File: config.mk
export PLATFORM = sky130hd
export DESIGN_NAME = hdmux4_rr_sel
export DESIGN_NICKNAME = d
export VERILOG_FILES = /design/src/rtl/hdmux4_pkg.sv /design/src/rtl/rr_pick4.sv /design/src/rtl/hdmux4_rr_sel.sv
export SDC_FILE = /design/constraint.sdc
export NUM_CORES = 1
export LEC_CHECK = 0
export BUFFER_PORTS_ARGS = -buffer_cell sky130_fd_sc_hd__buf_4
export CAP_MARGIN = 40
export CORE_AREA = 4 4 61 63
export CTS_CLUSTER_SIZE = 16
export DETAILED_ROUTE_END_ITERATION = 6
export DIE_AREA = 0 0 65 67
export HOLD_SLACK_MARGIN = 0.03
export SLEW_MARGIN = 20
export SYNTH_ARGS = -nofsm -noshare
export SYNTH_HDL_FRONTEND = slang
export SYNTH_SLANG_ARGS = --single-unit
export TNS_END_PERCENT = 1
File: constraint.sdc
create_clock -name CK -period 4.2 [get_ports CK]
set_clock_uncertainty 0.1 [all_clocks]
set_input_delay 0.42 -clock CK [delete_from_list [all_inputs] [get_ports CK]]
set_output_delay 0.42 -clock CK [all_outputs]
set_load 0.01 [all_outputs]
File: src/rtl/hdmux4_pkg.sv
// hdmux4_pkg: definitions shared by the HDMUX4 select sequencers.
//   LANES    : number of mux inputs (A0..A3)
//   SEL_W    : width of the mux select {SL1,SL0}
//   state_t  : sequencer FSM state
//   onehot4  : select index -> one-hot lane grant
package hdmux4_pkg;

  localparam int LANES = 4;
  localparam int SEL_W = 2;

  typedef enum logic {
    IDLE  = 1'b0,
    GRANT = 1'b1
  } state_t;

  function automatic logic [LANES-1:0] onehot4(input logic [SEL_W-1:0] sel);
    onehot4 = 4'b0001 << sel;
  endfunction

endpackage

File: src/rtl/rr_pick4.sv
// rr_pick4: combinational round-robin picker for four requesters.
//   req : per-lane request vector
//   ptr : highest-priority lane; the scan runs ptr, ptr+1, ptr+2, ptr+3 (mod 4)
//   any : at least one lane is requesting
//   idx : first requesting lane in scan order (holds ptr when any=0)
module rr_pick4
  import hdmux4_pkg::*;
(
  input  logic [LANES-1:0] req,
  input  logic [SEL_W-1:0] ptr,
  output logic             any,
  output logic [SEL_W-1:0] idx
);

  logic [SEL_W-1:0] lane;

  always_comb begin
    any  = 1'b0;
    idx  = ptr;
    lane = ptr;
    for (int k = 0; k < LANES; k++) begin
      // 2-bit addition wraps naturally, giving the mod-4 scan order
      lane = ptr + SEL_W'(k);
      if (!any && req[lane]) begin
        any = 1'b1;
        idx = lane;
      end
    end
  end

endmodule

File: src/rtl/hdmux4_rr_sel.sv
// hdmux4_rr_sel: round-robin select sequencer driving SL0/SL1 of an HDMUX4D4.
//   CK, RST   : clock (rising edge) and synchronous active-high reset
//   REQ[3:0]  : lane i holds REQ[i] while it has data on mux input Ai
//   RDY       : downstream consumer ready for mux output Z
//   SL0, SL1  : registered mux select, frozen for the whole grant
//   GNT[3:0]  : registered one-hot grant, zero when idle
//   ACK[3:0]  : beat accepted on lane i this cycle
//   VLD       : mux output Z carries valid data
//   dbg_state, dbg_ptr, dbg_beats : FSM state, priority pointer, beat count
//
// Handshake: a beat transfers on every cycle where VLD and RDY are both high.
// VLD is the granted lane's REQ and never depends on RDY; RDY may be low for
// any number of cycles and the grant simply waits. ACK[i] flags the transfer
// back to the granted lane.
module hdmux4_rr_sel
  import hdmux4_pkg::*;
#(
  parameter int BURST_MAX = 4,  // beats per grant before rotation, 0 = unlimited
  parameter int CNT_W     = 8   // beat counter width, 2**CNT_W > BURST_MAX
) (
  input  logic             CK,
  input  logic             RST,
  input  logic [LANES-1:0] REQ,
  input  logic             RDY,
  output logic             SL0,
  output logic             SL1,
  output logic [LANES-1:0] GNT,
  output logic [LANES-1:0] ACK,
  output logic             VLD,
  output state_t           dbg_state,
  output logic [SEL_W-1:0] dbg_ptr,
  output logic [CNT_W-1:0] dbg_beats
);

  localparam logic             LIMITED   = (BURST_MAX != 0);
  localparam logic [CNT_W-1:0] LAST_BEAT = (BURST_MAX == 0) ? '0 : CNT_W'(BURST_MAX - 1);

  state_t           state_q, state_d;
  logic [SEL_W-1:0] sel_q, sel_d;
  logic [SEL_W-1:0] ptr_q, ptr_d;
  logic [CNT_W-1:0] beats_q, beats_d;
  logic [LANES-1:0] gnt_q, gnt_d;

  logic             pick_any;
  logic [SEL_W-1:0] pick_idx;
  logic             granted_req;
  logic             vld;
  logic             xfer;

  rr_pick4 u_pick (
    .req (REQ),
    .ptr (ptr_q),
    .any (pick_any),
    .idx (pick_idx)
  );

  assign granted_req = REQ[sel_q];
  assign vld         = (state_q == GRANT) && granted_req;
  assign xfer        = vld && RDY;

  always_comb begin
    state_d = state_q;
    sel_d   = sel_q;
    ptr_d   = ptr_q;
    beats_d = beats_q;
    gnt_d   = gnt_q;
    case (state_q)
      IDLE: begin
        // SEL keeps its last value while nobody requests
        if (pick_any) begin
          state_d = GRANT;
          sel_d   = pick_idx;
          gnt_d   = onehot4(pick_idx);
          beats_d = '0;
        end
      end
      GRANT: begin
        // A dropped request and a final beat in the same cycle collapse
        // into one release; both leave the same next state.
        if (!granted_req || (xfer && LIMITED && (beats_q == LAST_BEAT))) begin
          state_d = IDLE;
          gnt_d   = '0;
          ptr_d   = sel_q + SEL_W'(1);
          beats_d = '0;
        end else if (xfer && (beats_q != '1)) begin
          // saturation only matters in unlimited mode
          beats_d = beats_q + CNT_W'(1);
        end
      end
      default: state_d = IDLE;
    endcase
  end

  always_ff @(posedge CK) begin
    if (RST) begin
      state_q <= IDLE;
      sel_q   <= '0;
      ptr_q   <= '0;
      beats_q <= '0;
      gnt_q   <= '0;
    end else begin
      state_q <= state_d;
      sel_q   <= sel_d;
      ptr_q   <= ptr_d;
      beats_q <= beats_d;
      gnt_q   <= gnt_d;
    end
  end

  assign SL0       = sel_q[0];
  assign SL1       = sel_q[1];
  assign GNT       = gnt_q;
  assign VLD       = vld;
  assign ACK       = gnt_q & REQ & {LANES{RDY}};
  assign dbg_state = state_q;
  assign dbg_ptr   = ptr_q;
  assign dbg_beats = beats_q;

endmodule

==> results of run 1 <==
critical path, delay by kind of cell, from the launching register on:
kind          cells  cell delay, ns
flops             1            0.45
buf+inv           1            0.14
mux               1            0.59
simple gates      1            0.18
kinds of logic (layout without fill, tap and decap cells):
| group | after synthesis | after routing | synth area share, % |
|---|---|---|---|
| compound gates | 52 | 52 | 37.2 |
| simple gates | 36 | 36 | 19.4 |
| buf+inv | 11 | 38 | 4.08 |
| fa+ha+maj | 1 | 1 | 1.13 |
| xor+xnor | 1 | 1 | 0.794 |
| mux | 6 | 6 | 6.58 |
| flops | 17 | 17 | 30.8 |
final timing paths:
check | start | end | slack (ns)
worst min register to register | GNT[0] | GNT[0] | 0.41
worst max register to register | dbg_beats[4] | dbg_beats[6] | 2.18
worst max-delay path | sel_q[0] | VLD | 2.04
worst min-delay path | RST | sel_q[1] | 0.31
cell usage in the layout, fill, tap and decap left out, types with 2 or more instances in the layout:
master,synthesis,final
buf_4,0,29
dfxtp_1,17,17
nand3_1,8,8
a21oi_1,8,8
o211ai_1,7,7
and3_1,6,6
inv_1,5,5
o21ai_0,5,5
mux2i_1,5,5
nand2_1,5,5
a32o_1,4,4
a211o_1,4,4
nor2_1,3,3
nor2b_1,3,3
a31oi_1,3,3
a211oi_1,3,3
clkbuf_4,0,3
or4_4,2,2
o21ai_1,2,2
o2111ai_1,2,2
a311oi_1,2,2
through the flow:
| step | utilization (%) | instance area (um2) | power [mW] | hold WS, ns | setup slack [ns] |
|---|---|---|---|---|---|
| CTS | 42.5 | 1370 | 0.362 | 0.309 | 2.01 |
| finish | 42.7 | 1380 | 0.361 | 0.314 | 2.04 |
| floorplan | - | 1100 | 0.240 | 0.421 | 2.30 |
| detailed placement | 41.6 | 1350 | 0.274 | 0.386 | 1.90 |
| global route | 42.7 | 1380 | 0.378 | 0.329 | 1.97 |
| global placement | 41.6 | 1350 | 0.273 | 0.384 | 1.94 |
cell type report:
cell class	instances	area [um2]	area share (%)
well taps	46	57.6	4.17
repair buffers	29	218	15.8
clock inverters	1	5.00	0.363
multi-input cells	96	718	52.0
flip-flops and latches	17	340	24.7
clock buffers	3	22.5	1.63
inverters	5	18.8	1.36
registers in the layout, indices dropped and copies added, names as in the netlist:
signal	flops
GNT	4
dbg_beats	8
sel_q	2
dbg_ptr	2
dbg_state	1
power by group:
group          switching (mW)  internal (mW)  total, mW
sequential             0.0139          0.169      0.183
clock                  0.0542         0.0354     0.0896
combinational          0.0468         0.0412     0.0879
per-layer routing:
metal	routed length [um]	GRT usage [%]	part of all wire [%]
met1	1310	18.5	45
met2	1410	23.1	49
met3	170	1.69	5.8
met4	10	3.69	0.34
met5	0	0	0
==> impl_metrics.csv, run 1 <==
group,metric,value,unit
pwr,ir_drop,0.000108,V
synth,synth_area_leaders,"dfxtp_1, o211ai_1, mux2i_1",
global_route,grt.total_usage,13.8,%
floorplanning,placementRows,21,
worst_setup_path,startpoint_type,"flip-flop",
route,ant_nets,0,
synth,syn_nets,132,
worst_setup_path,cp-end-kind,"output port",
worst_setup_path,path_cells,"mux4_2 -> and2_1 -> buf_4",
sta,relSlewSlack,54.2,%
worst_setup_path,worstPathRequired,3.68,ns
route,finalWirelength,2910,um
pwr,power_leakage,0.515,nW
synth,synth_top_area_share,30.8,%
synth,synth.top_cells.by_count,"dfxtp_1, a21oi_1, nand3_1",
clock_network,cts_inserted_buffers,3,
run,timing.max_cap.violations,0,
synth,syn_area,1100,um2
sta,fin_crit_sh,51.5,%
worst_setup_path,critical_path.max_fanout,5,
synth,yosys.area.top_type,"dfxtp_1",
route,drtIter0Drc,64,
place,place_congestion,0.794,
finish,final_cells,197,
floorplanning,die_w,65,um
worst_setup_path,critPathArrivalTime,1.64,ns
synth,ys_types,45,
clock_network,cts_setup_buffers,0,
place,io_buffers,28,
worst_setup_path,critPathKind,"flip-flop to output port",
synth,avgSynthCellArea,8.90,um2
route,route.detailed.drc,0,
sta,setup_viol,0,
synth,synth_edf_count,0,
clock_network,path_clk_slew,0.11,ns
route,firstDrtPassIters,4,
sta,timing.fmax,462,MHz
floorplanning,io_pins,29,
global_route,grt.overflow.total,0,
clock_network,cts_tree,"yes",
clock_network,ctsRootBufferMaster,"clkbuf_4",
clock_network,insertion_delay,0.29,ns
clock_network,ctsHtreeMaxLevel,1,
sta,period_needed,2.16,ns
route,wl_per_cell,14.8,um
status,status,"finished, final reports clean",
global_route,grt_pass1_wl,4860,um
finish,n_fill_cell,327,
synth,yosysWarnings,0,
floorplanning,die_h,67,um
worst_setup_path,slowest_delay,0.59,ns
sta,rsz0062_at_grt,"no",
finish,drive_above_1_share,27.8,%
floorplanning,coreArea,3230,um2
place,post-dp-hpwl,2130,um
floorplanning,start_util,34.1,%
sta,hold_viol,0,
pwr,pwr_density_cell,261,nW/um2
worst_setup_path,slowest_stage,"mux4_2",
synth,synth-seq-cells,17,
clock_network,ctsResizeCount,0,
finish,diodes,0,
sta,fin_setup_tns,0,ns
worst_hold_path,hold_path_class,"input port to flip-flop",
clock_network,hold_buffers,0,
route,routed_via_density,5.66,
synth,synthArstFlopShare,0,%
synth,synth-main-ff-cell,"dfxtp_1",
global_route,grt_max_degree,16,
sta,tightest_slew,0.682,ns
synth,synth-seq-area-share,30.8,%
clock_network,cts_buffer_depth,2,
worst_setup_path,reg2reg_depth,4,
synth,synth_most_common_cell,"dfxtp_1",
place,numPlacedInstances,192,
finish,syn_to_final_growth,25.1,%
sta,maxSlewViolCount,0,
global_route,grt_pass1_vias,1038,
synth,netlist_instances,124,
clock_network,cts_sinks,17,
worst_hold_path,whs_path_depth,2,
route,vias,1115,
global_route,antenna_found_initial,0,
finish,layout.nets,160,
floorplanning,die_area,4360,um2
Note: power is estimated with default switching activity, not from simulation.
==> inputs of run 2 (changes only) <==
Clock period 4.2 ns to 1.9 ns, I/O delays scaled along.
==> impl_metrics.csv, run 2 (synthesized netlist as in run 1, its figures left out) <==
group,metric,value,unit
status,status,"finished, final reports clean",
finish,syn_to_final_growth,40.0,%
route,vias,1227,
clock_network,cts_buffer_depth,2,
global_route,grt.overflow.total,0,
floorplanning,start_util,34.1,%
clock_network,ctsHtreeMaxLevel,1,
finish,n_fill_cell,317,
route,routed_via_density,5.76,
place,place_ws,0.0633,ns
sta,worst_hold_slack,0.0686,ns
sta,fin_ws,0.0125,ns
worst_hold_path,hold_path_class,"input port to flip-flop",
worst_setup_path,critPathKind,"flip-flop to flip-flop",
worst_setup_path,worstPathRequired,2.05,ns
sta,hold_viol,0,
sta,timing.fmax,530,MHz
finish,largest_reg_flops,8,
clock_network,path_clk_slew,0.12,ns
finish,diodes,0,
route,ant_nets,0,
clock_network,ctsRootBufferMaster,"clkbuf_4",
route,drtIter0Drc,92,
global_route,grt.total_usage,15.7,%
finish,drive_above_1_share,37.7,%
global_route,grt_pass1_wl,5420,um
floorplanning,die_h,67,um
finish,final_common_cell,"buf_4",
global_route,grt_pass1_vias,1091,
pwr,pwr_density_cell,552,nW/um2
clock_network,cts_sinks,17,
sta,relSlewSlack,74.6,%
clock_network,insertion_delay,0.31,ns
worst_setup_path,critPathArrivalTime,2.04,ns
sta,tightest_slew,0.381,ns
route,firstDrtPassIters,4,
worst_setup_path,critical_path.max_fanout,6,
place,io_buffers,28,
route,route.detailed.drc,0,
worst_setup_path,cp-end-kind,"flip-flop",
finish,layout_common_cells,"buf_4, dfxtp_1, nand3_1, o211ai_1",
floorplanning,coreArea,3230,um2
finish,layout.nets,176,
floorplanning,die_w,65,um
sta,maxSlewViolCount,0,
floorplanning,die_area,4360,um2
clock_network,hold_buffers,0,
clock_network,cts_tree,"yes",
global_route,antenna_found_initial,0,
pwr,ir_drop,0.000259,V
sta,rsz0062_at_grt,"yes",
sta,fin_crit_sh,99.3,%
sta,setup_viol,0,
pwr,total_power,0.852,mW
place,place_congestion,0.842,
pwr,power_leakage,0.595,nW
sta,period_needed,1.89,ns
clock_network,cts_inserted_buffers,3,
finish,utilization,47.8,%
run,timing.max_cap.violations,0,
floorplanning,io_pins,29,
floorplanning,placementRows,21,
route,finalWirelength,3300,um
route,wl_per_cell,15.5,um
worst_setup_path,startpoint_type,"flip-flop",
global_route,grt_max_degree,16,
place,post-dp-hpwl,2370,um
-- run 2: worst paths after layout --
check | startpoint | end | slack (ns) | cells after the start
setup / recovery | dbg_beats[6] | dbg_beats[7] | 0.01 | 4
hold / removal | RST | dbg_beats[4] | 0.07 | 2
setup reg to reg | dbg_beats[6] | dbg_beats[7] | 0.01 | 4
hold reg to reg | GNT[0] | GNT[0] | 0.41 | 1
-- run 2: timing repair --
item | 4_1_cts | 5_1_grt
endpoints found under the hold margin | 0 | 0
resized for setup | 0 | 8
setup endpoints to repair | 0 | 6
buffers inserted | 0 | 2
-- run 2: worst max-delay path: stages (launching register included) --
cell	delay [ns]
dfxtp_2	0.34
or4_4	0.58
o211a_4	0.31
a2111oi_4	0.30
mux2i_1	0.20
-- run 2: report_power, final --
part / internal, mW / leakage, nW / switching [mW]
combinational: 0.114 / 0.441 / 0.124
clock: 0.0820 / 0.0150 / 0.134
sequential: 0.374 / 0.139 / 0.0243
total: 0.571 / 0.595 / 0.281
-- run 2: per-layer routing --
metal  global-route usage, %  up-vias  wire length, um
met5                       0        -                0
met4                    6.33        0               56
met3                    2.02        4              235
met2                    25.8       51             1570
met1                    20.6      588             1430
li1                        -      584                -
-- run 2: cell type report --
type / instances / area [um2] / share of cell area, %
well taps: 46 / 57.6 / 3.72
clock buffers: 4 / 26.3 / 1.70
inverters: 5 / 18.8 / 1.21
repair buffers: 44 / 334 / 21.6
multi-input cells: 97 / 766 / 49.6
flip-flops and latches: 17 / 343 / 22.2
-- run 2: metrics by stage --
| stage | cells | setup TNS [ns] | cell area [um2] |
|---|---|---|---|
| 6_report | 213 | 0 | 1550 |
| 5_1_grt | 213 | -0.0406 | 1550 |
| 4_1_cts | 210 | 0 | 1480 |
| 3_5_place_dp | 206 | 0 | 1450 |
| 3_3_place_gp | 206 | 0 | 1450 |
| 2_1_floorplan | 124 | 0 | 1100 |
==> inputs of run 3 (changes only) <==
Settings changed: CORE_AREA 4 4 61 63 to 4 4 58 60, DIE_AREA 0 0 65 67 to 0 0 62 64, SYNTH_HIERARCHICAL from default to 1.
==> impl_metrics.csv, run 3 <==
group,metric,value,unit
status,status,"finished, final reports clean",
clock_network,cts_buffer_depth,2,
synth,synth-main-ff-cell,"dfxtp_1",
sta,tightest_slew,0.427,ns
route,ant_nets,0,
route,route.detailed.drc,0,
floorplanning,placementRows,20,
floorplanning,die_area,3970,um2
sta,hold_viol,0,
route,firstDrtPassIters,4,
worst_setup_path,critical_path.max_fanout,8,
worst_setup_path,crit_buf_inv,0,
global_route,grt.overflow.total,0,
synth,synth_compound_area_share,27.0,%
clock_network,ctsRootBufferMaster,"clkbuf_4",
floorplanning,die_h,64,um
synth,syn_area,992,um2
worst_setup_path,cp-end-kind,"flip-flop",
finish,drive_above_1_share,31.8,%
clock_network,insertion_delay,0.30,ns
place,io_buffers,28,
floorplanning,die_w,62,um
clock_network,ctsHtreeMaxLevel,1,
place,numPlacedInstances,185,
synth,yosysWarnings,6,
worst_setup_path,cp.depth,4,
pwr,ir_drop,0.000279,V
synth,synthXorXnorAreaFrac,0.883,%
sta,setup_viol,0,
synth,synth-seq-cells,17,
synth,synthArstFlopShare,0,%
floorplanning,io_pins,29,
synth,synthAdderAreaFrac,1.26,%
finish,diodes,0,
worst_setup_path,r2r_start,"dbg_beats[3]",
synth,synth.top_cells.by_count,"dfxtp_1, nand2_1, nor2_1",
global_route,grt_pass1_vias,1015,
synth,avgSynthCellArea,8.48,um2
synth,synth.mux.area_fraction,5.30,%
route,routed_via_density,5.55,
finish,layout_common_cells,"buf_4, dfxtp_1, nor2_1, nand2_1, and3_1",
route,drtIter0Drc,28,
sta,period_needed,1.87,ns
synth,synth_top_family_by_area,"simple AND/OR/NAND/NOR gates",
worst_setup_path,reg2reg_depth,4,
sta,timing.fmax,535,MHz
worst_setup_path,slowest_delay,0.56,ns
place,post-dp-hpwl,2140,um
synth,synth-seq-area-share,34.3,%
worst_hold_path,hold_path_class,"input port to flip-flop",
worst_hold_path,min_from,"RDY",
finish,final_common_cell,"buf_4",
worst_setup_path,rr_endpoint,"GNT[2]",
synth,netlist_instances,117,
synth,ys_types,35,
worst_setup_path,rrSetupSlack,0.03,ns
clock_network,path_clk_slew,0.10,ns
sta,fin_crit_sh,98.4,%
global_route,antenna_found_initial,0,
sta,relSlewSlack,71.5,%
clock_network,cts_inserted_buffers,3,
worst_setup_path,cpLargestDelayFamily,"compound AO/OA/AOI/OAI gates",
global_route,grt_pass1_wl,4640,um
sta,rsz0062_at_grt,"yes",
finish,largest_reg_flops,8,
worst_setup_path,startpoint_type,"flip-flop",
synth,synth-simple-area-share,28.2,%
floorplanning,start_util,33.9,%
synth,syn_nets,125,
worst_setup_path,critPathArrivalTime,1.97,ns
global_route,grt_max_degree,11,
synth,synth_top_area_share,34.3,%
global_route,grt.total_usage,15.0,%
sta,maxSlewViolCount,0,
pwr,pwr_density_cell,559,nW/um2
floorplanning,coreArea,2930,um2
sta,worst_hold_slack,0.269,ns
synth,synth_area_leaders,"dfxtp_1, and3_1, nand2_1",
place,place_congestion,0.846,
synth,yosys.area.top_type,"dfxtp_1",
finish,final_cells,190,
worst_setup_path,critPathKind,"flip-flop to flip-flop",
route,wl_per_cell,14.3,um
clock_network,cts_sinks,17,
finish,syn_to_final_growth,36.3,%
finish,layout.nets,166,
worst_setup_path,slowest_stage,"or4_4",
pwr,power_leakage,0.659,nW
synth,synth_edf_count,0,
worst_hold_path,whs_path_depth,4,
run,timing.max_cap.violations,0,
route,vias,1054,
clock_network,cts_tree,"yes",
route,finalWirelength,2720,um
worst_setup_path,worstPathRequired,2.00,ns
synth,synth_most_common_cell,"dfxtp_1",
worst_hold_path,min_to,"dbg_beats[6]",
worst_setup_path,path_cells,"or4_4 -> o31ai_4 -> o21ai_2 -> a22o_1",
[run 3: cell count changes after synthesis, sizes merged, moves of 5 or more]
cell	previous run	this run
nand3	8	3
nor2	3	11
o31ai	0	6
nand2	5	10
o211ai	8	1
[run 3: stage by stage]
| step | util [%] | worst slack [ns] | setup TNS, ns | cell area (um2) | total power [mW] |
|---|---|---|---|---|---|
| after floorplan | - | 0.0443 | 0 | 992 | 0.486 |
| after global placement | 44.5 | 0.0747 | 0 | 1300 | 0.552 |
| after detailed placement | 44.5 | 0.0388 | 0 | 1300 | 0.555 |
| after CTS | 46.0 | 0.0275 | 0 | 1350 | 0.760 |
| after global routing | 46.2 | -0.0497 | -0.143 | 1350 | 0.793 |
| final | 46.2 | 0.0296 | 0 | 1350 | 0.756 |
[run 3: cells by family after synthesis]
kind of cell,Yosys count
AO/OA/AOI/OAI,34
AND/OR/NAND/NOR,52
adder cells (fa/ha/maj),1
XOR/XNOR,1
flip-flops,17
buffers and inverters,8
multiplexers,4
[run 3: layout make-up]
type	count	area (um2)
sequential	17	343
multi-input combinational	92	632
clock buffer	4	26.3
timing repair buffer	38	288
inverter	6	22.5
fill	289	1580
tap	33	41.3
[run 3: where the power goes]
group,internal [mW],total [mW],leakage (nW),switching (mW)
Combinational,0.0770,0.163,0.504,0.0856
Clock,0.0819,0.203,0.0150,0.121
Sequential,0.372,0.390,0.139,0.0184
Total,0.531,0.756,0.659,0.225
[run 3: worst max path at each step]
stage	start	to
5_1_grt	dbg_beats[3]	dbg_ptr[1]
6_report	dbg_beats[3]	GNT[2]
3_5_place_dp	dbg_beats[3]	GNT[2]
4_1_cts	sel_q[0]	VLD
3_3_place_gp	dbg_beats[3]	GNT[2]
2_1_floorplan	dbg_beats[3]	GNT[2]
[run 3: worst register-to-register path, stage by stage (launching register included)]
cell and delay (ns):
dfxtp_1 0.32, or4_4 0.56, o31ai_4 0.38, o21ai_2 0.16, a22o_1 0.25
[run 3: what timing repair did]
item | in CTS | in global routing
pin swaps | 0 | 1
hold endpoints to repair | 4 | 0
endpoints found under the setup margin | 1 | 10
resized for setup | 2 | 3
hold buffers | 1 | 0
setup buffers | 0 | 0
[run 3: routing by layer]
metal  track usage (%)  share of wire, %
met1              20.1                41
met2              23.6                50
met3              3.03               7.2
met4              5.04               1.4
met5                 0                 0
